`config.mk`:
```
export PLATFORM = sky130hd
export DESIGN_NAME = mac_round_stage
export DESIGN_NICKNAME = d
export VERILOG_FILES = /design/src/rtl/arith_pkg.sv /design/src/rtl/n_bit_one_adder.sv /design/src/rtl/mac_round_stage.sv
export SDC_FILE = /design/constraint.sdc
export NUM_CORES = 1
export LEC_CHECK = 0
export ABC_AREA = 1
export CAP_MARGIN = 20
export CORE_MARGIN = 5
export CORE_UTILIZATION = 41
export CTS_BUF_LIST = sky130_fd_sc_hd__clkbuf_16
export DETAILED_ROUTE_END_ITERATION = 6
export PLACE_DENSITY_LB_ADDON = 0.25
export SYNTH_ARGS = -nofsm -noshare
export SYNTH_HDL_FRONTEND = slang
export SYNTH_HIERARCHICAL = 1
export SYNTH_SLANG_ARGS = --single-unit
```
`constraint.sdc`:
```
create_clock -name clk -period 1.6 [get_ports clk]
set_input_delay 0.16 -clock clk [delete_from_list [all_inputs] [get_ports clk]]
set_output_delay 0.16 -clock clk [all_outputs]
set_load 0.01 [all_outputs]
```
`src/rtl/arith_pkg.sv`:
```
// Shared arithmetic helpers for the MAC rounding stages.
//   MAC_IN_W / MAC_OUT_W : default accumulator / result widths
//   ROUND_DROP           : number of LSBs removed by rounding at the default widths
//   round_cin()          : round-up decision for half-up or round-half-to-even
package arith_pkg;

  localparam int unsigned MAC_IN_W   = 16;
  localparam int unsigned MAC_OUT_W  = 8;
  localparam int unsigned ROUND_DROP = MAC_IN_W - MAC_OUT_W;

  // Returns 1 when the kept field must be incremented.
  //   rne = 0 : round-half-up, increment on guard alone
  //   rne = 1 : round-half-to-even, a tie (guard set, sticky clear) rounds up only on odd keep
  function automatic logic round_cin(input logic keep_lsb,
                                     input logic guard,
                                     input logic sticky,
                                     input logic rne);
    return guard & (sticky | keep_lsb | ~rne);
  endfunction

endpackage

```
`src/rtl/n_bit_one_adder.sv`:
```
// N-bit incrementer: {cout_o, sum_o} = a_i + cin_i.
// Ports:
//   a_i    [N-1:0]  operand
//   cin_i           carry in (0 or 1 is added)
//   sum_o  [N-1:0]  low N bits of the result
//   cout_o          carry out, set only when a_i is all-ones and cin_i = 1
module n_bit_one_adder #(
  parameter int unsigned N = 8
) (
  input  logic [N-1:0] a_i,
  input  logic         cin_i,
  output logic [N-1:0] sum_o,
  output logic         cout_o
);

  logic [N:0] full_sum;

  always_comb begin
    full_sum = {1'b0, a_i} + {{N{1'b0}}, cin_i};
  end

  assign sum_o  = full_sum[N-1:0];
  assign cout_o = full_sum[N];

endmodule

```
`src/rtl/mac_round_stage.sv`:
```
// Rounds an unsigned IN_W-bit MAC accumulator value to OUT_W bits, saturating to all-ones when
// the rounding increment overflows. Two-stage valid/ready pipeline, one value per cycle.
// Build option: define MAC_ROUND_RNE_EN for round-half-to-even; default is round-half-up.
// Ports:
//   clk        rising-edge clock
//   reset_n    asynchronous active-low reset
//   in_valid   in_data is valid
//   in_ready   stage accepts in_data this cycle
//   in_data    [IN_W-1:0] accumulator value to round
//   out_valid  out_data/out_sat are valid
//   out_ready  downstream accepts the output
//   out_data   [OUT_W-1:0] rounded (or saturated) result
//   out_sat    rounding overflowed and out_data was forced to all-ones
module mac_round_stage
  import arith_pkg::*;
#(
  parameter int unsigned IN_W  = MAC_IN_W,
  parameter int unsigned OUT_W = MAC_OUT_W
) (
  input  logic             clk,
  input  logic             reset_n,
  input  logic             in_valid,
  output logic             in_ready,
  input  logic [IN_W-1:0]  in_data,
  output logic             out_valid,
  input  logic             out_ready,
  output logic [OUT_W-1:0] out_data,
  output logic             out_sat
);

  localparam int unsigned D = IN_W - OUT_W;

  // Guard and sticky each need at least one dropped bit of their own.
  if (IN_W < OUT_W + 2) begin : gen_width_check
    $error("mac_round_stage: IN_W-OUT_W must be at least 2");
  end

`ifdef MAC_ROUND_RNE_EN
  localparam logic RneEn = 1'b1;
`else
  localparam logic RneEn = 1'b0;
`endif

  // Field split of the incoming value
  logic [OUT_W-1:0] keep;
  logic             guard;
  logic             sticky;
  logic             cin;

  always_comb begin
    keep   = in_data[IN_W-1:D];
    guard  = in_data[D-1];
    sticky = |in_data[D-2:0];
    cin    = round_cin(keep[0], guard, sticky, RneEn);
  end

  // Pipeline state
  logic             s1_valid_q, s1_valid_d;
  logic [OUT_W-1:0] s1_a_q, s1_a_d;
  logic             s1_cin_q, s1_cin_d;
  logic             out_valid_q, out_valid_d;
  logic [OUT_W-1:0] out_data_q, out_data_d;
  logic             out_sat_q, out_sat_d;

  logic             s1_en;
  logic             s2_en;
  logic [OUT_W-1:0] sum;
  logic             cout;

  n_bit_one_adder #(
    .N (OUT_W)
  ) u_adder (
    .a_i    (s1_a_q),
    .cin_i  (s1_cin_q),
    .sum_o  (sum),
    .cout_o (cout)
  );

  // Ready propagates combinationally back through both stages so a full pipe
  // with a draining output still accepts a new value every cycle.
  always_comb begin
    s2_en = ~out_valid_q | out_ready;
    s1_en = ~s1_valid_q | s2_en;
  end

  always_comb begin
    s1_valid_d  = s1_valid_q;
    s1_a_d      = s1_a_q;
    s1_cin_d    = s1_cin_q;
    out_valid_d = out_valid_q;
    out_data_d  = out_data_q;
    out_sat_d   = out_sat_q;

    if (s1_en) begin
      // S1 empties when it advances without a new value arriving.
      s1_valid_d = in_valid;
      if (in_valid) begin
        s1_a_d   = keep;
        s1_cin_d = cin;
      end
    end

    if (s2_en) begin
      out_valid_d = s1_valid_q;
      if (s1_valid_q) begin
        out_data_d = cout ? {OUT_W{1'b1}} : sum;
        out_sat_d  = cout;
      end
    end
  end

  always_ff @(posedge clk or negedge reset_n) begin
    if (!reset_n) begin
      s1_valid_q  <= 1'b0;
      s1_a_q      <= '0;
      s1_cin_q    <= 1'b0;
      out_valid_q <= 1'b0;
      out_data_q  <= '0;
      out_sat_q   <= 1'b0;
    end else begin
      s1_valid_q  <= s1_valid_d;
      s1_a_q      <= s1_a_d;
      s1_cin_q    <= s1_cin_d;
      out_valid_q <= out_valid_d;
      out_data_q  <= out_data_d;
      out_sat_q   <= out_sat_d;
    end
  end

  assign in_ready  = s1_en;
  assign out_valid = out_valid_q;
  assign out_data  = out_data_q;
  assign out_sat   = out_sat_q;

endmodule

```
Yosys cells after proc, flatten, opt, wreduce, memory -nomap -nowiden

Cells that the tools add are included.

Flip-flop bits (word level): 20
Input bits: 20
Logic and storage cells: 14

Add/subtract/negate cells: 1
Muxes and demuxes: 1
Bitwise logic cells: 4
Reduce and logical (&&, ||, !) cells: 2

Operators with widths:

| operator                               | number |
|---|---|
| 8-bit by 1-bit adder with 9-bit output | 1 |
| 8-bit two-way mux                      | 1 |
| 2-bit AND reduction                    | 2 |
| 1-bit inverter                         | 2 |
| 1-bit OR                               | 2 |

Longest topological paths before layout

Gate-level depths: netlist of run 1.

Word-level depth: 4
Mapped depth: 9

By module

The synthesis of run 1 kept the hierarchy.

Modules (own cells, without submodules):

| module          | times used | cells an instance | area an instance (um^2) | sequential area each (um^2) |
|---|---|---|---|---|
| mac_round_stage | 1          | 85                | 838.3                   | 500.5 |
| n_bit_one_adder | 1          | 34                | 183.9                   | 0.0 |

Worst setup path after synthesis of run 1

Ideal clock, no wire load.

Path kind: flip-flop to flip-flop
Start: register s1_a_q[0]
End: register out_data_q[0] (netlist: out_data[0])
Library setup time: 0.074 ns
Data arrival time: 1.433 ns
Required time: 1.526 ns
Setup slack: 0.093 ns
Stages on the path, launching flop included: 10
Clock period less this slack: 1.507 ns
Cells stage by stage: dfrtp_1 ha_1 ha_1 nand2_1 inv_1 nand3_2 nor2_2 buf_1 nor2_1 o21ai_2

Longest elaborated chain between the ends: 2

RTL lines:

| element                                | line                   | text |
|---|---|---|
| start: declaration                     | mac_round_stage.sv:59  | `logic [OUT_W-1:0] s1_a_q, s1_a_d;` |
| start signal: assignment               | mac_round_stage.sv:115 | `s1_a_q <= '0;` |
| start signal: assignment               | mac_round_stage.sv:122 | `s1_a_q <= s1_a_d;` |
| 8-bit by 1-bit adder with 9-bit output | n_bit_one_adder.sv:19  | `full_sum = {1'b0, a_i} + {{N{1'b0}}, cin_i};` |
| named net cout                         | mac_round_stage.sv:68  | `logic cout;` |
| 8-bit two-way mux                      | mac_round_stage.sv:106 | `out_data_d = cout ? {OUT_W{1'b1}} : sum;` |
| end signal: assignment                 | mac_round_stage.sv:125 | `out_data_q <= out_data_d;` |
| end: declaration                       | mac_round_stage.sv:62  | `logic [OUT_W-1:0] out_data_q, out_data_d;` |

The timed path passes the listed nets, and every way through them passes these cells.
A chain may end at the register's enable or synchronous reset.

Worst setup path after layout of run 1

Start: register s1_a_q[0]
End: register out_data_q[2] (netlist: out_data[2])

Same word-level chain as after synthesis.

==> results.py, run 1 <==
metrics = {
    "power": {
        "p_leak_uw": 0.0006591,
        "peakVddDrop_uv": 829.2,
        "p_per_area_nw_per_um2": 1227,
    },
    "global_routing": {
        "grt_pass1_wl_um": 3367,
        "grt_max_degree": 21,
        "first_global_vias": 774,
        "globalRoute.totalOverflow": 0,
        "antenna_found_initial": 0,
        "grt_usage": 0.1253,
    },
    "synthesis": {
        "synth.ff_latch_count": 20,
        "muxShareOfSynthArea": 0,
        "synth-compound-area-share": 0.07344,
        "yosys-top-cells-area": "dfrtp_1 49%, nand2_1 15%, o21ai_2 6.9%",
        "synth_edf_count": 0,
        "synth_top_area_frac": 0.4896,
        "synth_cell_type_count": 17,
        "synth_top_cell_by_area": "dfrtp_1",
        "synth_top_flop_cell": "dfrtp_1",
        "syn_area_um2": 1022,
        "synth_top_family_by_area": "simple AND/OR/NAND/NOR gates",
        "yosysMostFrequentCell": "nand2_1",
        "synthAdderAreaFrac": 0.02448,
        "syn-num-nets": 141,
        "yosys.area_share.xor_xnor": 0.01714,
        "synth_cells": 119,
        "yosys_warnings": 6,
        "syn_area_per_cell_um2": 8.590,
        "synth_common_cells": "41 x nand2_1, 20 x dfrtp_1, 13 x nor2_1",
        "ys_seq_area_frac": 0.4896,
        "postSynth.asyncResetShare": 1.000,
        "yosys.area_share.simple": 0.3366,
    },
    "timing": {
        "worst_slew_pin_slew_ns": 0.2633,
        "fin_crit_ns": 1.513,
        "finalSetupViolations": 0,
        "slew_headroom": 0.8245,
        "rsz0062_at_grt": "false",
        "hold_violations": 0,
        "finalSetupTns_ns": 0,
        "maxSlewViolCount": 0,
        "finalCritPeriodShare": 0.9458,
        "holdWs_ns": 0.2555,
        "clock_skew_ns": 0.002099,
        "fmax_ghz": 0.6609,
    },
    "layout": {
        "nets": 170,
        "drive_gt1_frac": 0.2313,
        "area_growth_pct": 36.11,
        "nFillCells": 243,
        "multi_input_area_um2": 484.2,
        "seqCellArea_um2": 500.5,
        "diodes": 0,
    },
    "clocking": {
        "postCtsSetupRepairBufs": 0,
        "ctsHoldBuffers": 0,
        "cts-root-buf": "clkbuf_16",
        "cts_num_sinks": 20,
        "clk_latency_ns": 0.25,
        "cts_buffers": 3,
        "h-tree-depth": 1,
        "path_clk_slew_ns": 0.05,
        "cts_tree": "yes",
        "cts_buffer_depth": 2,
    },
    "floorplan": {
        "coreArea_um2": 2432,
        "fp.dieW_um": 59.93,
        "io_pins": 31,
        "start_util": 0.4203,
        "fp.dieH_um": 59.93,
        "fp-row-count": 18,
        "dieArea_um2": 3592,
    },
    "routing": {
        "vias": 823,
        "vias_per_cell": 4.650,
        "drt_pass1_iterations": 4,
        "route.detailed.drc": 0,
        "wl_per_cell_um": 10.34,
        "drt-total-wl_um": 1831,
        "drtAntennaViolNets": 0,
        "drt-initial-drc-count": 26,
    },
    "outcome": {
        "status": "completed",
    },
    "job": {
        "maxCapViolations": 0,
    },
    "placed_design": {
        "finalWeightedCongestion": 0.8517,
        "dp.final_hpwl_um": 1403,
        "place.port_buffers": 23,
    },
    "setup_path": {
        "worstPathCellList": "ha_2, ha_1, nand2_1, inv_1, nand3_2, nor2_2, buf_4, nor2_2, o21ai_2",
        "critPathMostFrequentCell": "nor2_2",
        "cp-start-kind": "register",
        "critPathArrivalTime_ns": 1.65,
        "crit_type": "register to register",
        "worstPathRequired_ns": 1.74,
        "crit_slowest_cell": "dfrtp_1",
        "critPathMaxStageDelay_ns": 0.38,
        "cp_max_fo": 9,
        "end_kind": "register",
    },
    "min_path": {
        "hold_path.class": "input pin to asynchronous set/reset pin",
    },
}
## where the power goes
part,internal (uW),total [uW],switching (uW)
Sequential,614,691,77.0
Combinational,263,502,240
Clock,333,514,181
Total,1210,1710,498
## layout by cell type (no fill, tap or decap)
cell type	count
buf_4	5
clkbuf_16	3
clkdlybuf4s50_1	23
clkinv_1	1
dfrtp_1	20
ha_1	1
ha_2	1
inv_1	6
nand2_1	41
nand2_2	3
nand2_4	1
nand3_1	12
nand3_2	2
nand3b_1	1
nor2_1	5
nor2_2	10
nor2_4	1
o21ai_0	1
o21ai_2	8
xor2_1	2
## through the flow
stage                     area (um^2)    util  total power (uW)  std cells  setup slack, ns
after CTS                        1369  0.5628              1720        177          0.03877
final                            1391  0.5720              1708        177          0.08680
after detailed placement         1290  0.5304              1196        173          0.04670
after global routing             1391  0.5720              1812        177         0.005997
after global placement           1290  0.5304              1181        173          0.07527
after floorplan                  1022       -             970.8        119          0.09259
## logic make-up after synthesis
group / count (synthesis)
AND/OR/NAND/NOR: 76
flip-flops: 20
buffers and inverters: 10
AO/OA/AOI/OAI: 9
XOR/XNOR: 2
adder cells (fa/ha/maj): 2
## final cells by class
type                            instances  share of cell area
Clock buffer                            3             0.05396
Clock inverter                          1            0.002698
Inverter                                6             0.01619
Multi-Input combinational cell         89              0.3480
Sequential cell                        20              0.3597
Tap cell                               30             0.02698
Timing Repair Buffer                   28              0.1924
## path summary, 6_finish.rpt
path	slack [ns]	end	cells after the start	startpoint
setup / recovery	0.09	out_data[2]	9	s1_a_q[0]
setup reg to reg	0.09	out_data[2]	9	s1_a_q[0]
max in group asynchronous	1.14	out_data[7]	2	reset_n
hold reg to reg	0.47	out_sat	2	out_sat
min in group clk	0.46	s1_cin_q	3	in_data[7]
hold / removal	0.26	s1_a_q[0]	2	reset_n
## per-layer routing
layer / vias up / GRT usage / wire (um) / share of wire
met5: - / 0 / 0 / 0
met4: 0 / 0.06646 / 31 / 0.017
met3: 3 / 0.03024 / 115 / 0.063
met2: 24 / 0.1991 / 837 / 0.46
met1: 363 / 0.1559 / 847 / 0.46
li1: 433 / - / - / -
## critical path: cells and delay by family (launching register included)
kind | cells | cell delay, ns
fa+ha+maj | 2 | 0.39
flops | 1 | 0.38
simple gates | 4 | 0.33
buf+inv | 2 | 0.24
compound gates | 1 | 0.06
## sequential cells by signal (all words and copies together), names as in the netlist
register / count
out_data: 8
out_sat: 1
out_valid: 1
s1_a_q: 8
s1_cin_q: 1
s1_valid_q: 1
## what timing repair did
item | 4_1_cts | 5_1_grt
endpoints found under the setup margin | 0 | 8
resized for setup | 0 | 9
endpoints found under the hold margin | 0 | 0
Power figures use the tool's default switching activity.
==> run 2: changes to the inputs <==
--- a/config.mk
+++ b/config.mk
@@ -12,6 +12,7 @@
 export CTS_BUF_LIST = sky130_fd_sc_hd__clkbuf_16
 export DETAILED_ROUTE_END_ITERATION = 6
 export PLACE_DENSITY_LB_ADDON = 0.25
+export REMOVE_ABC_BUFFERS = 1
 export SYNTH_ARGS = -nofsm -noshare
 export SYNTH_HDL_FRONTEND = slang
 export SYNTH_HIERARCHICAL = 1
==> results.py, run 2 (synthesis gave the netlist of run 1 again) <==
metrics = {
    "clocking": {
        "path_clk_slew_ns": 0.05,
        "cts_buffers": 3,
        "cts-root-buf": "clkbuf_16",
        "h-tree-depth": 1,
        "cts_buffer_depth": 2,
        "clk_latency_ns": 0.25,
        "postCtsSetupRepairBufs": 0,
        "cts_num_sinks": 20,
        "cts_tree": "yes",
    },
    "outcome": {
        "status": "completed",
    },
    "timing": {
        "finalCritPeriodShare": 0.9582,
        "worst_slew_pin_slew_ns": 0.2507,
        "finalSetupViolations": 0,
        "hold_violations": 0,
        "slew_headroom": 0.8329,
        "clock_skew_ns": 0.0004427,
        "fin_crit_ns": 1.533,
        "maxSlewViolCount": 0,
        "fmax_ghz": 0.6523,
        "holdWs_ns": 0.2494,
        "setup_slack_ns": 0.06685,
    },
    "layout": {
        "drive_gt1_frac": 0.2449,
        "fin_area_um2": 1406,
        "nFillCells": 235,
        "seqCellArea_um2": 500.5,
        "nets": 171,
        "final_common_cell": "nand2_1",
        "multi_input_area_um2": 491.7,
        "diodes": 0,
        "area_growth_pct": 37.58,
        "layout_common_cells": "41 x nand2_1, 23 x clkdlybuf4s50_1, 20 x dfrtp_1, 12 x nand3_1, 9 x nor2_2",
    },
    "setup_path": {
        "ff2ff_setup_slack_ns": 0.07,
        "crit_type": "register to register",
        "crit_slowest_cell": "dfrtp_1",
        "critPathArrivalTime_ns": 1.71,
        "critPathMaxStageDelay_ns": 0.36,
        "critPathMostFrequentCell": "ha_2",
        "end_kind": "register",
        "worstPathRequired_ns": 1.77,
        "crit_buf_inv": 2,
        "cp-start-kind": "register",
        "worstPathCellList": "ha_2, ha_2, nand2_1, inv_1, nand3_2, nor2_4, buf_6, nor2_2, o21ai_2",
        "cp_max_fo": 5,
        "crit_family": "adder cells",
    },
    "power": {
        "p_leak_uw": 0.0006617,
        "peakVddDrop_uv": 758.6,
        "p_per_area_nw_per_um2": 1206,
    },
    "global_routing": {
        "grt_pass1_wl_um": 3436,
        "grt_usage": 0.1264,
        "antenna_found_initial": 0,
        "grt_max_degree": 21,
        "first_global_vias": 833,
        "globalRoute.totalOverflow": 0,
    },
    "routing": {
        "wl_per_cell_um": 10.89,
        "drtAntennaViolNets": 0,
        "drt-total-wl_um": 1927,
        "drt-initial-drc-count": 13,
        "vias": 825,
        "drt_pass1_iterations": 2,
        "route.detailed.drc": 0,
        "vias_per_cell": 4.661,
    },
    "floorplan": {
        "coreArea_um2": 2432,
        "io_pins": 31,
        "dieArea_um2": 3592,
        "start_util": 0.4203,
        "fp.dieH_um": 59.93,
        "fp-row-count": 18,
        "fp.dieW_um": 59.93,
    },
    "placed_design": {
        "dpl_cell_area_um2": 1290,
        "post-place-ws_ns": 0.03643,
        "dp.final_hpwl_um": 1419,
        "place.port_buffers": 23,
        "finalWeightedCongestion": 0.8188,
    },
    "min_path": {
        "hold_path.class": "input pin to asynchronous set/reset pin",
    },
    "job": {
        "maxCapViolations": 0,
    },
}
[run 2: cell types whose count changed in the layout (fill, tap and decap cells not counted), sizes merged]
cell,before,now
clkinv,1,0
buf,5,6
[run 2: area by class of cell]
type                    count  area share
clock buffers               3     0.05338
flip-flops and latches     20      0.3559
inverters                   6     0.01601
repair buffers             29      0.1984
well taps                  30     0.02669
multi-input cells          89      0.3496
[run 2: path summary, 6_finish.rpt]
check / endpoint / cells past startpoint / start
setup / recovery: out_data[7] / 9 / s1_a_q[0]
hold / removal: out_sat / 2 / reset_n
setup reg to reg: out_data[7] / 9 / s1_a_q[0]
hold reg to reg: out_sat / 2 / out_sat
max in group asynchronous: out_data[6] / 2 / reset_n
min in group clk: s1_a_q[6] / 3 / in_data[14]
[run 2: power breakdown]
group / total [uW] / internal, uW / switching (uW) / leakage [uW]
clock network: 499 / 329 / 170 / 0.0000370
logic: 505 / 264 / 241 / 0.000377
registers: 692 / 615 / 77.4 / 0.000247
[run 2: per-stage QoR]
stage / total power, uW / std cells / setup TNS [ns] / utilization
floorplan: 950.4 / 115 / 0 / -
global placement: 1183 / 173 / 0 / 0.5304
detailed placement: 1195 / 173 / 0 / 0.5304
CTS: 1702 / 176 / 0 / 0.5612
global route: 1806 / 177 / -0.2112 / 0.5782
finish: 1696 / 177 / 0 / 0.5782
[run 2: metal layers]
metal / global-route usage / vias up / share of wire
met5: 0 / - / 0
met4: 0.06646 / 0 / 0.022
met3: 0.03024 / 5 / 0.061
met2: 0.2068 / 22 / 0.49
met1: 0.1525 / 364 / 0.43
li1: - / 434 / -
[run 2: what timing repair did]
item | in CTS | in global routing
hold buffers | 0 | 0
resized for setup | 0 | 13
setup endpoints to repair | 0 | 8
==> run 3: changes to the inputs <==
--- a/config.mk
+++ b/config.mk
@@ -5,10 +5,10 @@
 export SDC_FILE = /design/constraint.sdc
 export NUM_CORES = 1
 export LEC_CHECK = 0
-export ABC_AREA = 1
+export ABC_AREA = 0
 export CAP_MARGIN = 20
 export CORE_MARGIN = 5
-export CORE_UTILIZATION = 41
+export CORE_UTILIZATION = 40
 export CTS_BUF_LIST = sky130_fd_sc_hd__clkbuf_16
 export DETAILED_ROUTE_END_ITERATION = 6
 export PLACE_DENSITY_LB_ADDON = 0.25
==> results.py, run 3 <==
metrics = {
    "placed_design": {
        "dpl_cell_area_um2": 1209,
        "dp.final_hpwl_um": 1259,
        "finalWeightedCongestion": 0.6891,
        "place.port_buffers": 23,
        "post-place-ws_ns": 0.06883,
    },
    "clocking": {
        "cts_buffer_depth": 2,
        "clk_latency_ns": 0.25,
        "ctsHoldBuffers": 0,
        "cts_num_sinks": 20,
        "cts-root-buf": "clkbuf_16",
        "cts_buffers": 3,
        "postCtsSetupRepairBufs": 0,
        "cts_tree": "yes",
        "h-tree-depth": 1,
        "path_clk_slew_ns": 0.05,
    },
    "synthesis": {
        "ys_seq_area_frac": 0.5263,
        "synth_cell_type_count": 21,
        "postSynth.asyncResetShare": 1.000,
        "synth_top_area_frac": 0.5263,
        "yosys_warnings": 6,
        "syn_area_um2": 950.9,
        "synth_top_flop_cell": "dfrtp_1",
        "synth.ff_latch_count": 20,
        "syn_area_per_cell_um2": 11.89,
        "yosys-top-cells-area": "dfrtp_1 53%, mux2_2 11%, a21oi_1 8.4%",
        "synth_common_cells": "20 x dfrtp_1, 16 x a21oi_1, 9 x mux2_2",
        "synth_top_cell_by_area": "dfrtp_1",
        "synth_cells": 80,
        "synth_edf_count": 0,
        "yosysMostFrequentCell": "dfrtp_1",
    },
    "timing": {
        "rsz0062_at_grt": "false",
        "hold_violations": 0,
        "finalCritPeriodShare": 0.9033,
        "setup_slack_ns": 0.1547,
        "worst_slew_pin_slew_ns": 0.2547,
        "clock_skew_ns": 0.004736,
        "maxSlewViolCount": 0,
        "slew_headroom": 0.8302,
        "fin_crit_ns": 1.445,
        "finalSetupTns_ns": 0,
        "finalSetupViolations": 0,
        "fmax_ghz": 0.6919,
    },
    "floorplan": {
        "fp.dieH_um": 58.76,
        "fp.dieW_um": 58.76,
        "start_util": 0.4258,
        "fp-row-count": 17,
        "dieArea_um2": 3452,
        "coreArea_um2": 2233,
        "io_pins": 31,
    },
    "setup_path": {
        "timing.rr.end": "out_sat",
        "crit_family": "adder cells",
        "crit_start": "s1_a_q[0]",
        "cp-start-kind": "register",
        "critPathMaxStageDelay_ns": 0.37,
        "worst-path-stages": 4,
        "critPathArrivalTime_ns": 1.57,
        "ff2ff_setup_slack_ns": 0.15,
        "worstPathRequired_ns": 1.73,
        "critPathMostFrequentCell": "ha_1",
        "worstPathCellList": "ha_1, ha_1, and4_2, mux2_4",
        "end_kind": "register",
        "worstReg2RegStart": "s1_a_q[0]",
        "worstSetupEndpoint": "out_sat",
        "crit_slowest_cell": "dfrtp_1",
        "crit_buf_inv": 0,
        "r2r_cells": 4,
        "cp_max_fo": 9,
        "crit_type": "register to register",
    },
    "routing": {
        "drt-total-wl_um": 1668,
        "wl_met2_um": 799,
        "route.detailed.drc": 0,
        "drtAntennaViolNets": 0,
        "drt_pass1_iterations": 1,
        "wl_met3_um": 74,
        "wl_per_cell_um": 12.45,
        "vias": 659,
        "drt-initial-drc-count": 0,
        "wl_met1_um": 793,
        "top_layer": "met3",
        "vias_per_cell": 4.918,
    },
    "min_path": {
        "hold_path.class": "input pin to asynchronous set/reset pin",
    },
    "layout": {
        "nFillCells": 221,
        "seqCellArea_um2": 500.5,
        "fin_area_um2": 1286,
        "drive_gt1_frac": 0.2264,
        "multi_input_area_um2": 412.9,
        "diodes": 0,
        "layout_common_cells": "22 x clkdlybuf4s50_1, 20 x dfrtp_1, 16 x a21oi_1, 9 x mux2_2, 8 x nor2_1",
        "area_growth_pct": 35.26,
        "nets": 130,
        "final_util": 0.5759,
        "final_common_cell": "clkdlybuf4s50_1",
    },
    "power": {
        "peakVddDrop_uv": 728.5,
        "p_per_area_nw_per_um2": 1200,
        "p_leak_uw": 0.0005528,
    },
    "job": {
        "maxCapViolations": 0,
    },
    "global_routing": {
        "grt_usage": 0.1043,
        "grt_pass1_wl_um": 2808,
        "grt_max_degree": 21,
        "first_global_vias": 674,
        "globalRoute.totalOverflow": 0,
        "antenna_found_initial": 0,
    },
    "outcome": {
        "status": "completed",
    },
}
## run 3: cells by family (layout without fill, tap and decap cells)
kind of cell,count (synthesis),count (layout),synth area share
AOI/OAI and AO/OA,16,16,0.08421
xor gates and xnor gates,6,6,0.05526
adders and majority gates,2,2,0.02631
buffers and inverters,4,30,0.03947
DFF,20,20,0.5263
muxes,10,10,0.1224
and+or+nand+nor,22,22,0.1460
## run 3: final cells by class
class / instances / share of cell area
flip-flops and latches: 20 / 0.3891
multi-input cells: 56 / 0.3210
repair buffers: 27 / 0.2043
clock buffers: 3 / 0.05837
well taps: 28 / 0.02724
## run 3: worst min-delay path by stage
stage / start / end / slack [ns]
after floorplan: reset_n / out_data[0] / -0.14
after global placement: s1_a_q[0] / s1_a_q[0] / 0.50
after detailed placement: s1_a_q[0] / s1_a_q[0] / 0.50
final: reset_n / s1_a_q[5] / 0.25
after CTS: reset_n / s1_a_q[5] / 0.26
after global routing: reset_n / s1_a_q[5] / 0.30
## run 3: worst reg2reg max path: cells and delay by family (launching register included)
family	cells	cell delay, ns
muxes	1	0.27
DFF	1	0.37
and+or+nand+nor	1	0.25
adders and majority gates	2	0.44
## run 3: power by group
group          internal (uW)  total (uW)  switching, uW
combinational            231         390            159
clock                    329         492            163
sequential               596         662           65.8
## run 3: what timing repair did
action / 4_1_cts / 5_1_grt
gates resized for setup: 0 / 1
endpoints found under the hold margin: 0 / 0
setup endpoints to repair: 0 / 1
## run 3: stage by stage
stage	hold slack (ns)	power [uW]	instances
2_1_floorplan	-0.1356	854.8	76
3_3_place_gp	0.4965	1052	131
3_5_place_dp	0.5005	1062	131
4_1_cts	0.2634	1562	134
5_1_grt	0.3006	1634	134
6_report	0.2518	1543	134
## run 3: per-layer routing
layer	up-vias	GRT usage
met5	-	0
met4	0	0.04207
met3	0	0.03070
met2	13	0.1640
met1	315	0.1337
li1	331	-
==> edit 1: new RTL, settings of run 1 <==
Make the reset (`reset_n`) synchronous in one clocked block. Comments in the files are not updated.
--- a/src/rtl/mac_round_stage.sv
+++ b/src/rtl/mac_round_stage.sv
@@ -111,3 +111,3 @@
 
-  always_ff @(posedge clk or negedge reset_n) begin
+  always_ff @(posedge clk) begin
     if (!reset_n) begin
Behaviour: differs if reset_n is asserted again (counterexample within 4 cycles, from zero or initial values and one cycle with reset_n low); with reset_n held inactive, the same outputs for 10 cycles.
==> edit 1 against run 1 <==
First-iteration DRC count fell by 27%; routed wire length rose by 22%; cell area rose by 3.7%; synthesized area rose by 1.7%; worst setup slack improved by 0.064 ns; sequential cell count did not move; critical endpoint is now out_data[7]; highest routed layer unchanged.
Power is not compared: it rests on default switching activity, and its combinational part moved more than twofold at a synthesized area within 25%.
==> edit 1: results (changes against run 1) <==
Run status
  – Status: completed (unchanged)

Logic synthesis
  – Ys flop type: dfxtp_1 (was dfrtp_1)
  – Syn nets: 180 (was 141)
  – Asr flop ratio synth: 0 (was 1.00)
  – Largest cells by area after synthesis: dfxtp_1, nand2_1, nor2_1 (was dfrtp_1, nand2_1, o21ai_2)
  – Register area share after synthesis: 0.385 (was 0.490)
  – Synth unique cells: 17 (unchanged)
  – Synth cell count leaders: nand2_1, nor2_1, inv_1 (was nand2_1, dfrtp_1, nor2_1)

Global route
  – Vias in the first global route: 884 (was 774)
  – Overall Global Routing Usage: 0.138 (was 0.125)
  – Largest net degree at the start of global routing: 20 (was 21)
  – M2 GR Usage: 0.216 (was 0.199)
  – First-pass GRT wire length: 3850 um (was 3370 um)
  – Met3 Track Usage GR: 0.0404 (was 0.0302)
  – Met1 global-route usage: 0.175 (was 0.156)
  – Initial antenna violation count: 0 (unchanged)

Placed design
  – DP HPWL: 1520 um (was 1400 um)
  – Routability cong.: 0.821 (was 0.852)
  – DP Area: 1300 um^2 (was 1290 um^2)

Finish
  – Ant diodes: 0 (unchanged)
  – Layout Nets: 207 (was 170)
  – Share of cells above drive strength 1: 0.147 (was 0.231)

STA
  – Clock skew: 0.00325 ns (was 0.00210 ns)
  – Rel. slew slack: 0.791 (was 0.824)

Worst setup path
  – Peak per-stage delay on the critical path: 0.31 ns (was 0.38 ns)
  – Crit-path max FO: 5 (was 9)
  – Reg2reg start: s1_a_q[0] (unchanged)
  – Max stage delay cell, worst path: dfxtp_1 (was dfrtp_1)
  – Worst R2R End: out_data[7] (was out_data[2])
  – Top delay family on crit path: simple AND/OR/NAND/NOR gates (was adder cells)
  – Worst R2R Setup Slack: 0.15 ns (was 0.09 ns)
  – Worst r2r path cells: 10 (was 9)
  – Worst EP arrival: 1.60 ns (was 1.65 ns)

Route
  – Vias per cell: 4.61 (was 4.65)
  – Wire length per cell: 10.4 um (was 10.3 um)
  – Initial DRC Count: 19 (was 26)

Clock network
  – Clk Latency, worst-skew pair: 0.25 ns (about the same)
  – H-tree depth reported by CTS: 1 (unchanged)

Hold path
  – Hold Crit Class: reg2reg (was in2async)

Power and ir drop
  – Leakage: around 0.7 nW
edit 1: cell types whose count changed in the layout (fill, tap and decap cells not counted), sizes merged:
cell | before | now
dfxtp | 0 | 20
inv | 6 | 26
nand2 | 45 | 40
clkinv | 1 | 0
o21ai | 9 | 1
nand3 | 14 | 15
a21oi | 0 | 12
dfrtp | 20 | 0
buf | 5 | 4
nor2 | 16 | 34
bufinv | 0 | 1
edit 1: logic make-up after synthesis:
group,Yosys count,share of synthesized area
compound gates,13,0.0626
xor+xnor,2,0.0169
fa+ha+maj,2,0.0241
buf+inv,32,0.134
flops,20,0.385
simple gates,89,0.378
edit 1: worst max path at each step:
| stage | to | slack, ns | start |
|---|---|---|---|
| 5_1_grt | out_data[4] | 0.01 | s1_a_q[0] |
| 2_1_floorplan | out_data[0] | 0.21 | s1_a_q[0] |
| 6_report | out_data[7] | 0.15 | s1_a_q[0] |
| 3_3_place_gp | out_data[1] | 0.1 | s1_a_q[0] |
| 4_1_cts | out_data[2] | 0.03 | s1_a_q[0] |
| 3_5_place_dp | out_data[2] | 0.04 | s1_a_q[0] |
edit 1: per-stage QoR:
stage                     power [mW]  hold slack (ns)  std cells  setup WS [ns]
after floorplan                0.683            0.374        158          0.209
after global placement         0.760            0.464        209         0.0965
after detailed placement       0.766            0.480        209         0.0416
after CTS                       1.45            0.495        213         0.0331
after global routing            1.52            0.513        214         0.0135
final                           1.46            0.495        214          0.151
edit 1: repair_timing:
item                                   CTS  global route
setup endpoints to repair                0             9
endpoints found under the hold margin    0             0
resized for setup                        0            11
edit 1: per-layer routing:
metal | wire length [um] | share of wire
met5 | 0 | 0
met4 | 46 | 0.021
met3 | 164 | 0.073
met2 | 1060 | 0.47
met1 | 970 | 0.43
edit 1: area by class of cell:
| type | count | area [um^2] |
|---|---|---|
| Timing Repair Buffer | 27 | 260 |
| Tap cell | 30 | 37.5 |
| Multi-Input combinational cell | 107 | 541 |
| Clock inverter | 1 | 30.0 |
| Inverter | 26 | 97.6 |
| Fill cell | 233 | 1010 |
| Clock buffer | 3 | 75.1 |
| Sequential cell | 20 | 402 |
edit 1: worst reg2reg max path: cells and delay by family, from the launching register on:
| kind | cells | cell delay, ns |
|---|---|---|
| DFF | 1 | 0.31 |
| and+or+nand+nor | 6 | 0.50 |
| buffers and inverters | 2 | 0.14 |
| adders and majority gates | 2 | 0.40 |
edit 1: power by group:
part,total [mW],switching (mW),internal (mW)
Combinational,0.204,0.0978,0.106
Sequential,0.563,0.0291,0.534
Clock,0.689,0.192,0.497
==> edit 2: new RTL, flow settings as in run 1 <==
Without the edit above. Build with the macro `MAC_ROUND_RNE_EN` defined.
--- a/src/rtl/mac_round_stage.sv
+++ b/src/rtl/mac_round_stage.sv
@@ -13,2 +13,4 @@
 //   out_sat    rounding overflowed and out_data was forced to all-ones
+`define MAC_ROUND_RNE_EN
+
 module mac_round_stage
Function: changed (Yosys sat finds a counterexample within 4 cycles, from zero or initial values and one cycle with reset_n low).
==> edit 2 against run 1 <==
Sequential power barely moved; synthesized area rose by 1.7%; sequential cell count did not move; cell area rose by 5.9%; worst setup slack improved by 0.032 ns; count of clock-buffer cells in the layout did not move; routed wire length rose by 10%; total power fell by 2.0%; critical path type is now reg2out; largest power group unchanged.
==> edit 2: results (changes against run 1) <==
Run status
  – Status: completed (unchanged)

Clock network
  – Clk buf depth: 2 (unchanged)
  – Total CTS buffers: 3 (unchanged)
  – CTS Root Cell: clkbuf_16 (unchanged)
  – H-tree depth reported by CTS: 1 (unchanged)
  – Clock transition at path regs: 0.05 ns (about the same)
  – Clk Latency, worst-skew pair: 0.25 ns (about the same)

Global route
  – First-pass GRT wire length: 3410 um (was 3370 um)
  – Overall Global Routing Usage: 0.123 (was 0.125)
  – Vias in the first global route: 880 (was 774)
  – Largest net degree at the start of global routing: 21 (unchanged)
  – Initial antenna violation count: 0 (unchanged)

Worst setup path
  – Worst R2R Setup Slack: 0.13 ns (was 0.09 ns)
  – Worst EP arrival: 1.32 ns (was 1.65 ns)
  – Reg2reg start: s1_a_q[0] (unchanged)
  – Crit-path max FO: 3 (was 9)
  – Worst r2r path cells: 9 (unchanged)
  – Worst R2R End: out_data[6] (was out_data[2])

Route
  – Initial DRC Count: 18 (was 26)
  – WL final: 2010 um (was 1830 um)
  – Routed vias: 889 (was 823)
  – Router iterations before antenna repair: 4 (unchanged)

Logic synthesis
  – Ys flop type: dfrtp_1 (unchanged)
  – Synth warnings: 6 (unchanged)
  – Largest cells by area after synthesis: dfrtp_1, nand2_1, nor2_1 (was dfrtp_1, nand2_1, o21ai_2)
  – Synth cell count leaders: nand2_1, dfrtp_1, nor2_1 (unchanged)
  – Synth unique cells: 20 (was 17)
  – Asr flop ratio synth: 1.00 (unchanged)
  – Register area share after synthesis: 0.481 (was 0.490)
  – Syn nets: 153 (was 141)

Placed design
  – Routability cong.: 0.827 (was 0.852)
  – DP HPWL: 1580 um (was 1400 um)
  – I/O Buffers: 30 (was 23)
  – DP Area: 1360 um^2 (was 1290 um^2)

Power and ir drop
  – Maximum vdd drop: 0.000595 V (was 0.000829 V)
  – Leakage: 0.695 nW (was 0.659 nW)
  – P per Cell Area: 1140 nW/um^2 (was 1230 nW/um^2)

STA
  – Clock skew: 0.00206 ns (was 0.00210 ns)
  – Rel. slew slack: 0.794 (was 0.824)

Finish
  – Share of cells above drive strength 1: 0.109 (was 0.231)
  – Layout Nets: 188 (was 170)
  – Ant diodes: 0 (unchanged)
  – Number of fillers in the final layout: 238 (was 243)

Hold path
  – Hold Crit Class: in2async (unchanged)
edit 2: stage by stage:
stage               instances  hold slack [ns]  setup WS, ns  setup TNS [ns]
floorplan                 131           -0.136         0.113               0
global placement          189            0.460        0.0900               0
finish                    195            0.244         0.119               0
global route              195            0.277       0.00295               0
CTS                       193            0.253        0.0710               0
detailed placement        189            0.462       -0.0114         -0.0244
edit 2: area by class of cell:
cell class / instances / share of cell area
multi-input combinational: 97 / 0.334
clock buffer: 3 / 0.0509
timing repair buffer: 33 / 0.219
tap: 30 / 0.0255
sequential: 20 / 0.340
inverter: 11 / 0.0280
clock inverter: 1 / 0.00255
edit 2: report_power, final:
part,internal [mW],switching [mW]
sequential,0.615,0.0789
clock,0.332,0.166
combinational,0.257,0.224
total,1.20,0.469
edit 2: cells by family (layout without fill, tap and decap cells):
logic type               count (synthesis)  after routing  share of synthesized area
XOR/XNOR                                 2              2                     0.0169
flip-flops                              20             20                      0.481
buffers and inverters                   15             48                     0.0698
AO/OA/AOI/OAI                           10             10                     0.0481
adder cells (fa/ha/maj)                  2              2                     0.0241
AND/OR/NAND/NOR                         82             83                      0.360
edit 2: critical path, cell delays in order (launching register included):
cell             delay (ns)
dfrtp_1                0.42
nand3_4                0.11
clkdlybuf4s50_1        0.54
edit 2: per-layer routing:
| layer | wire length, um | vias up | GRT usage | share of wire |
|---|---|---|---|---|
| met5 | 0 | - | 0 | 0 |
| li1 | - | 476 | - | - |
| met1 | 918 | 381 | 0.150 | 0.46 |
| met4 | 21 | 0 | 0.0696 | 0.010 |
| met3 | 124 | 4 | 0.0298 | 0.062 |
| met2 | 948 | 28 | 0.198 | 0.47 |
edit 2: how the worst max path moves through the flow:
stage / start / to / slack (ns) / cells after the start
6_report: s1_valid_q / in_ready / 0.12 / 2
3_5_place_dp: s1_cin_q / out_data[2] / -0.01 / 8
4_1_cts: s1_cin_q / out_data[1] / 0.07 / 8
2_1_floorplan: s1_a_q[0] / out_data[0] / 0.11 / 9
5_1_grt: s1_cin_q / out_data[1] / 0.003 / 8
3_3_place_gp: s1_cin_q / out_data[5] / 0.09 / 8
edit 2: timing repair:
action                                  4_1_cts  5_1_grt
gates cloned                                  0        1
setup buffers                                 0        1
endpoints found under the setup margin        5        9
resized for setup                             1        4
pin swaps                                     0        1
